**config.mk**
```make
export PLATFORM = sky130hd
export DESIGN_NAME = controlador_maquina
export DESIGN_NICKNAME = d
export VERILOG_FILES = /design/src/rtl/maquina_pkg.sv /design/src/rtl/detector_borda.sv /design/src/rtl/controlador_maquina.sv
export SDC_FILE = /design/constraint.sdc
export NUM_CORES = 1
export LEC_CHECK = 0
export BUFFER_PORTS_ARGS = -buffer_cell sky130_fd_sc_hd__buf_2
export CAP_MARGIN = 25
export CORE_AREA = 3 3 77 79
export DETAILED_ROUTE_END_ITERATION = 6
export DIE_AREA = 0 0 80 82
export HOLD_SLACK_MARGIN = 0.05
export PLACE_DENSITY_LB_ADDON = 0.05
export SLEW_MARGIN = 20
export SYNTH_ARGS = -nofsm -noshare
export SYNTH_HDL_FRONTEND = slang
export SYNTH_HIERARCHICAL = 1
export SYNTH_SLANG_ARGS = --single-unit
```
**constraint.sdc**
```tcl
create_clock -name clk -period 3.9 [get_ports clk]
set_clock_uncertainty 0.1 [all_clocks]
set_input_delay 0.39 -clock clk [delete_from_list [all_inputs] [get_ports clk]]
set_output_delay 0.39 -clock clk [all_outputs]
set_load 0.01 [all_outputs]
```
**src/rtl/maquina_pkg.sv**
```systemverilog
// Shared definitions for the vending-machine sequencer.
package maquina_pkg;

    // State encoding doubles as the phase timer's control input; 0 holds the timer.
    typedef enum logic [1:0] {
        OCIOSO    = 2'd0,
        SELECAO   = 2'd1,
        PAGAMENTO = 2'd2,
        ENTREGA   = 2'd3
    } estado_t;

    // Default product prices and payment timeout.
    localparam int CRED_W_PADRAO  = 8;
    localparam int PRECO0_PADRAO  = 5;
    localparam int PRECO1_PADRAO  = 10;
    localparam int PRECO2_PADRAO  = 15;
    localparam int PRECO3_PADRAO  = 20;
    localparam int TIMEOUT_PADRAO = 8;

endpackage

```
**src/rtl/detector_borda.sv**
```systemverilog
// Falling-edge detector for one active-low timer strobe.
// History resets to 1 so a strobe already low after reset still counts as one fall.
module detector_borda (
    input  logic clk,
    input  logic rst,
    input  logic sinal,
    output logic evento
);

    logic anterior;

    // Remember the strobe level of the previous cycle.
    always_ff @(posedge clk) begin
        if (rst) anterior <= 1'b1;
        else     anterior <= sinal;
    end

    // One pulse per 1->0 transition, regardless of how long the strobe stays low.
    assign evento = anterior & ~sinal;

endmodule

```
**src/rtl/controlador_maquina.sv**
```systemverilog
// Main vending-machine sequencer: product selection, coin crediting,
// dispense/change decisions paced by the phase timer strobes.
// Optional feature: define TIMEOUT_EN to refund automatically after
// TIMEOUT_CICLOS end-of-cycle events in PAGAMENTO without a coin.
module controlador_maquina
    import maquina_pkg::*;
#(
    parameter int CRED_W         = CRED_W_PADRAO,
    parameter int PRECO0         = PRECO0_PADRAO,
    parameter int PRECO1         = PRECO1_PADRAO,
    parameter int PRECO2         = PRECO2_PADRAO,
    parameter int PRECO3         = PRECO3_PADRAO,
    parameter int TIMEOUT_CICLOS = TIMEOUT_PADRAO
) (
    input  logic              clk,
    input  logic              rst,
    input  logic              tempoTeclado,
    input  logic              tempoAcumulador,
    input  logic              tempo,
    input  logic              tecla_valida,
    input  logic [1:0]        tecla,
    input  logic              moeda_valida,
    input  logic [CRED_W-1:0] moeda_valor,
    input  logic              cancelar,
    output logic [1:0]        estado,
    output logic [1:0]        produto,
    output logic [CRED_W-1:0] credito,
    output logic              liberar,
    output logic              troco_valido,
    output logic [CRED_W-1:0] troco
);

    // Sum clamped at the all-ones value so credit never wraps.
    function automatic logic [CRED_W-1:0] soma_sat(input logic [CRED_W-1:0] a,
                                                   input logic [CRED_W-1:0] b);
        logic [CRED_W:0] s;
        s = {1'b0, a} + {1'b0, b};
        return s[CRED_W] ? {CRED_W{1'b1}} : s[CRED_W-1:0];
    endfunction

    function automatic logic [CRED_W-1:0] preco_de(input logic [1:0] cod);
        case (cod)
            2'd0:    return CRED_W'(PRECO0);
            2'd1:    return CRED_W'(PRECO1);
            2'd2:    return CRED_W'(PRECO2);
            default: return CRED_W'(PRECO3);
        endcase
    endfunction

    // Phase events from the three timer strobes.
    logic ev_teclado, ev_acum, ev_tempo;

    detector_borda u_borda_teclado (.clk(clk), .rst(rst), .sinal(tempoTeclado),    .evento(ev_teclado));
    detector_borda u_borda_acum    (.clk(clk), .rst(rst), .sinal(tempoAcumulador), .evento(ev_acum));
    detector_borda u_borda_tempo   (.clk(clk), .rst(rst), .sinal(tempo),           .evento(ev_tempo));

    estado_t           est_q, est_n;
    logic [1:0]        produto_n;
    logic [CRED_W-1:0] preco_q, preco_n;
    logic [CRED_W-1:0] credito_n;
    logic [CRED_W-1:0] pend_q, pend_n;
    logic              liberar_n, troco_valido_n;
    logic [CRED_W-1:0] troco_n;

    // Pending coins including one arriving this cycle; feeds both the
    // accumulator commit and any refund so a same-cycle coin is never lost.
    logic [CRED_W-1:0] pend_soma;
    logic [CRED_W-1:0] total_reemb;
    logic              reembolsar;

    assign pend_soma   = moeda_valida ? soma_sat(pend_q, moeda_valor) : pend_q;
    assign total_reemb = soma_sat(credito, pend_soma);

`ifdef TIMEOUT_EN
    localparam int CNT_W = $clog2(TIMEOUT_CICLOS + 1);
    logic [CNT_W-1:0] cnt_q, cnt_n;
    logic [CNT_W-1:0] cnt_mais;
    assign cnt_mais = cnt_q + CNT_W'(1);
`endif

    // State and output registers; every output is registered.
    always_ff @(posedge clk) begin
        if (rst) begin
            est_q        <= OCIOSO;
            produto      <= 2'd0;
            preco_q      <= '0;
            credito      <= '0;
            pend_q       <= '0;
            liberar      <= 1'b0;
            troco_valido <= 1'b0;
            troco        <= '0;
`ifdef TIMEOUT_EN
            cnt_q        <= '0;
`endif
        end else begin
            est_q        <= est_n;
            produto      <= produto_n;
            preco_q      <= preco_n;
            credito      <= credito_n;
            pend_q       <= pend_n;
            liberar      <= liberar_n;
            troco_valido <= troco_valido_n;
            troco        <= troco_n;
`ifdef TIMEOUT_EN
            cnt_q        <= cnt_n;
`endif
        end
    end

    // Next-state and next-output logic; cancel/refund overrides everything last.
    always_comb begin
        est_n          = est_q;
        produto_n      = produto;
        preco_n        = preco_q;
        credito_n      = credito;
        pend_n         = pend_q;
        liberar_n      = 1'b0;
        troco_valido_n = 1'b0;
        troco_n        = troco;
        reembolsar     = 1'b0;
`ifdef TIMEOUT_EN
        cnt_n          = cnt_q;
`endif

        case (est_q)
            OCIOSO: begin
                // No sale in progress: hand coins straight back.
                if (moeda_valida) begin
                    troco_n        = moeda_valor;
                    troco_valido_n = 1'b1;
                end
                if (tecla_valida) begin
                    produto_n = tecla;
                    preco_n   = preco_de(tecla);
                    est_n     = SELECAO;
                end
            end

            SELECAO: begin
                if (cancelar) begin
                    reembolsar = 1'b1;
                end else begin
                    // A key in the same cycle as the keypad event is still taken.
                    if (tecla_valida) begin
                        produto_n = tecla;
                        preco_n   = preco_de(tecla);
                    end
                    if (ev_teclado) est_n = PAGAMENTO;
                end
            end

            PAGAMENTO: begin
                if (cancelar) begin
                    reembolsar = 1'b1;
                end else begin
                    pend_n = pend_soma;
                    if (ev_acum) begin
                        credito_n = soma_sat(credito, pend_soma);
                        pend_n    = '0;
                    end
                    // Decision uses credit committed before this cycle.
                    if (ev_tempo && (credito >= preco_q)) est_n = ENTREGA;
`ifdef TIMEOUT_EN
                    if (moeda_valida)  cnt_n = '0;
                    else if (ev_tempo) cnt_n = cnt_mais;
                    if (!moeda_valida && ev_tempo && (credito < preco_q) &&
                        (cnt_mais == CNT_W'(TIMEOUT_CICLOS)))
                        reembolsar = 1'b1;
`endif
                end
            end

            ENTREGA: begin
                // Entered only with credito >= price, so no underflow.
                liberar_n      = 1'b1;
                troco_n        = credito - preco_q;
                troco_valido_n = (credito != preco_q);
                credito_n      = '0;
                pend_n         = '0;
                est_n          = OCIOSO;
            end

            default: est_n = OCIOSO;
        endcase

        if (reembolsar) begin
            troco_n        = total_reemb;
            troco_valido_n = (total_reemb != '0);
            credito_n      = '0;
            pend_n         = '0;
            est_n          = OCIOSO;
        end

`ifdef TIMEOUT_EN
        if (est_n != PAGAMENTO) cnt_n = '0;
`endif
    end

    assign estado = est_q;

endmodule

```
==> run_results.csv <==
group,metric,value,unit
status,status,"complete, no violations",
timing,hold_violations,0,
setup_path,ff2ff_path_depth,13,
yosys,yosysSeqAreaShare,0.268,
timing,hold_ws,0.189,ns
route,drtPass1Iterations,4,
min_path,hold_start,"tempo",
min_path,holdPathStages,2,
yosys,yosysUniqueCellTypes,61,
yosys,ys_ff_latch,37,
finish,final_common_cell,"buf_4",
yosys,synthArstFlopShare,0,
yosys,synth_ff_type,"dfxtp_1",
timing,slew_violations,0,
yosys,synth_area,2760,um^2
setup_path,path_class,"reg -> reg",
finish,drive_gt1_frac,0.273,
route,drcViolationCount,0,
placement,dp_slack,-0.275,ns
finish,design_area,3520,um^2
setup_path,worstReg2RegEnd,"troco_valido$_SDFF_PP0_",
yosys,synth_area_leaders,"dfxtp_1 27%, ha_1 13%, nor2_1 4.8%, a21oi_1 4.5%, nand2_1 3.3%",
setup_path,cp-startpoint,"pend_q[0]$_SDFFE_PP0P_",
floorplan,die-area,6560,um^2
finish,area_delta_synth_final,27.7,%
yosys,synth_top_family_by_area,"compound AO/OA/AOI/OAI gates",
placement,dpl_cell_area,3320,um^2
yosys,netlist_instances,334,
min_path,hold_class,"in -> reg",
finish,diodes,0,
clock_network,insertion_delay,0.29,ns
floorplan,initial_core_util,0.510,
clock_network,path_clk_slew,0.07,ns
timing,worst_slack,0.128,ns
route,wl,7.63,mm
yosys,yosys_warnings,6,
setup_path,critPathCaptureType,"flop",
yosys,yosys-mux-area-fraction,0.0145,
run,maxCapViolations,0,
yosys,synth_xor_area_frac,0.0349,
floorplan,die_w,80,um
grt,antenna_found_initial,0,
finish,fin_util,0.652,
power_and_ir_drop,leakagePower,1.60,nW
clock_network,tritoncts,"yes",
timing,worst_pin_slew,0.836,ns
grt,grt_remaining_overflow,0,
finish,most-common-layout-cells,"44 x buf_4, 39 x buf_2, 36 x dfxtp_1",
route,vias,2775,
clock_network,postCtsHoldBufs,0,
placement,hpwl,5.89,mm
setup_path,rr_startpoint,"pend_q[0]$_SDFFE_PP0P_",
placement,finalWeightedCongestion,0.906,
placement,dp.cells,476,
clock_network,h-tree-depth,2,
yosys,syn_nets,384,
timing,period_share,0.967,
floorplan,chipHeight,82,um
min_path,hold_end,"u_borda_tempo/anterior$_SDFF_PP1_",
power_and_ir_drop,worst_ir_drop_vdd,0.345,mV
timing,setup_viol,0,
floorplan,io_pins,40,
clock_network,clk_path_buf_depth,2,
placement,port_buffers,39,
yosys,synth_edf_count,0,
route,avgRoutedWirePerCell,15.7,um
timing,fin_crit,3.77,ns
clock_network,cts_sinks,37,
setup_path,cp_max_fo,7,
finish,nNetsFinal,464,
setup_path,arrival,3.86,ns
yosys,synth.largest_area_cell,"dfxtp_1",
route,drtAntennaViolNets,0,
clock_network,cts_inserted_buffers,5,
route,via_per_inst,5.71,
grt,grt_max_degree,22,
timing,slew_headroom,0.440,
yosys,syn_avg_cell_area,8.26,um^2
clock_network,clockRootBuffer,"clkbuf_8",
route,drt-initial-drc-count,148,
setup_path,ff2ff_setup_slack,0.13,ns
grt,grt_pass1_vias,2716,
power_and_ir_drop,powerDensity,422,nW/um^2
yosys,synth_top_area_frac,0.268,
floorplan,rows,27,
yosys,synth_compound_area_frac,0.293,
grt,grt_pass1_wl,12.3,mm
setup_path,cp_data_required_time,3.98,ns
floorplan,coreArea,5410,um^2
yosys,synthAdderAreaFrac,0.153,
grt,grt.total_usage,0.238,
timing,max_freq,265,MHz
finish,fin_cells,486,
setup_path,startpoint_type,"flop",
yosys,synth-simple-area-share,0.200,
timing,rsz0062_at_grt,"yes",
==> stage by stage <==
stage / TNS, ns / power (W)
after floorplan: 0 / 0.000973
after global placement: -0.297 / 0.00119
after detailed placement: -1.14 / 0.00120
after CTS: 0 / 0.00148
after global routing: -0.0405 / 0.00160
final: 0 / 0.00149
==> how the worst max path moves through the flow <==
stage          slack (ns)  cells after the start                 endpoint
2_1_floorplan        0.04                     12  troco_valido$_SDFF_PP0_
4_1_cts              0.03                     15  troco_valido$_SDFF_PP0_
6_report             0.13                     13  troco_valido$_SDFF_PP0_
3_5_place_dp        -0.27                     16  troco_valido$_SDFF_PP0_
3_3_place_gp        -0.17                     14  troco_valido$_SDFF_PP0_
5_1_grt             -0.04                     15  troco_valido$_SDFF_PP0_
==> state kept, by name, indices dropped and copies added, names as in the netlist <==
register / cells
liberar: 1
u_borda_tempo/anterior: 1
troco: 8
credito: 8
u_borda_acum/anterior: 1
pend_q: 8
troco_valido: 1
u_borda_teclado/anterior: 1
produto: 2
preco_q: 4
estado: 2
==> power breakdown <==
group	total, W	internal (W)	switching, W
registers	0.000485	0.000443	0.0000416
clock network	0.000277	0.000140	0.000137
logic	0.000723	0.000320	0.000403
==> timing repair <==
action,in CTS,in global routing
setup buffers,0,3
gates cloned,0,0
gates resized for setup,1,15
endpoints found under the setup margin,1,10
pin swaps,0,9
==> critical path, cell delays in order, from the launching register on <==
cell and delay [ns]:
dfxtp_2 0.34, ha_4 0.16, fa_2 0.43, a211oi_4 0.29, o2111a_1 0.25, o21ai_4 0.10
buf_4 0.15, o22a_1 0.20, ha_4 0.22, a2111o_1 0.42, o22ai_4 0.18, nand2_2 0.07
or4b_1 0.51, o31a_1 0.24
==> area by class of cell <==
class                      count  area [um^2]
fill                         486         1880
multi-input combinational    271         2020
clock buffer                   7         86.3
tap                           72         90.1
sequential                    37          742
timing repair buffer          83          526
inverter                      16         60.1
==> metal layers <==
metal	track usage	routed length, um
met2	0.425	3770
met1	0.291	3370
met4	0.0845	138
met5	0	0
met3	0.0362	348
==> cell usage after synthesis, drive strengths merged (2+ instances only) <==
cell type,instances
a211oi,9
a21o,5
a21oi,25
a221oi,2
a22o,4
a22oi,5
a31oi,4
and2,2
and2b,3
and3,2
clkbuf,9
dfxtp,37
fa,3
ha,29
inv,15
mux2i,4
nand2,25
nand2b,5
nand3,4
nand4,2
nand4b,2
nor2,35
nor2b,4
nor3,12
nor3b,5
o2111ai,3
o211ai,6
o21a,7
o21ai,16
o21bai,2
o221ai,2
o22a,7
o31a,3
o31ai,2
or2,5
xnor2,7
xor2,4
==> kinds of logic after synthesis <==
group / Yosys count
muxes: 4
AOI/OAI and AO/OA: 113
adders and majority gates: 32
xor gates and xnor gates: 11
buffers and inverters: 26
DFF: 37
and+or+nand+nor: 111
Note: power is estimated with default switching activity, not from simulation.
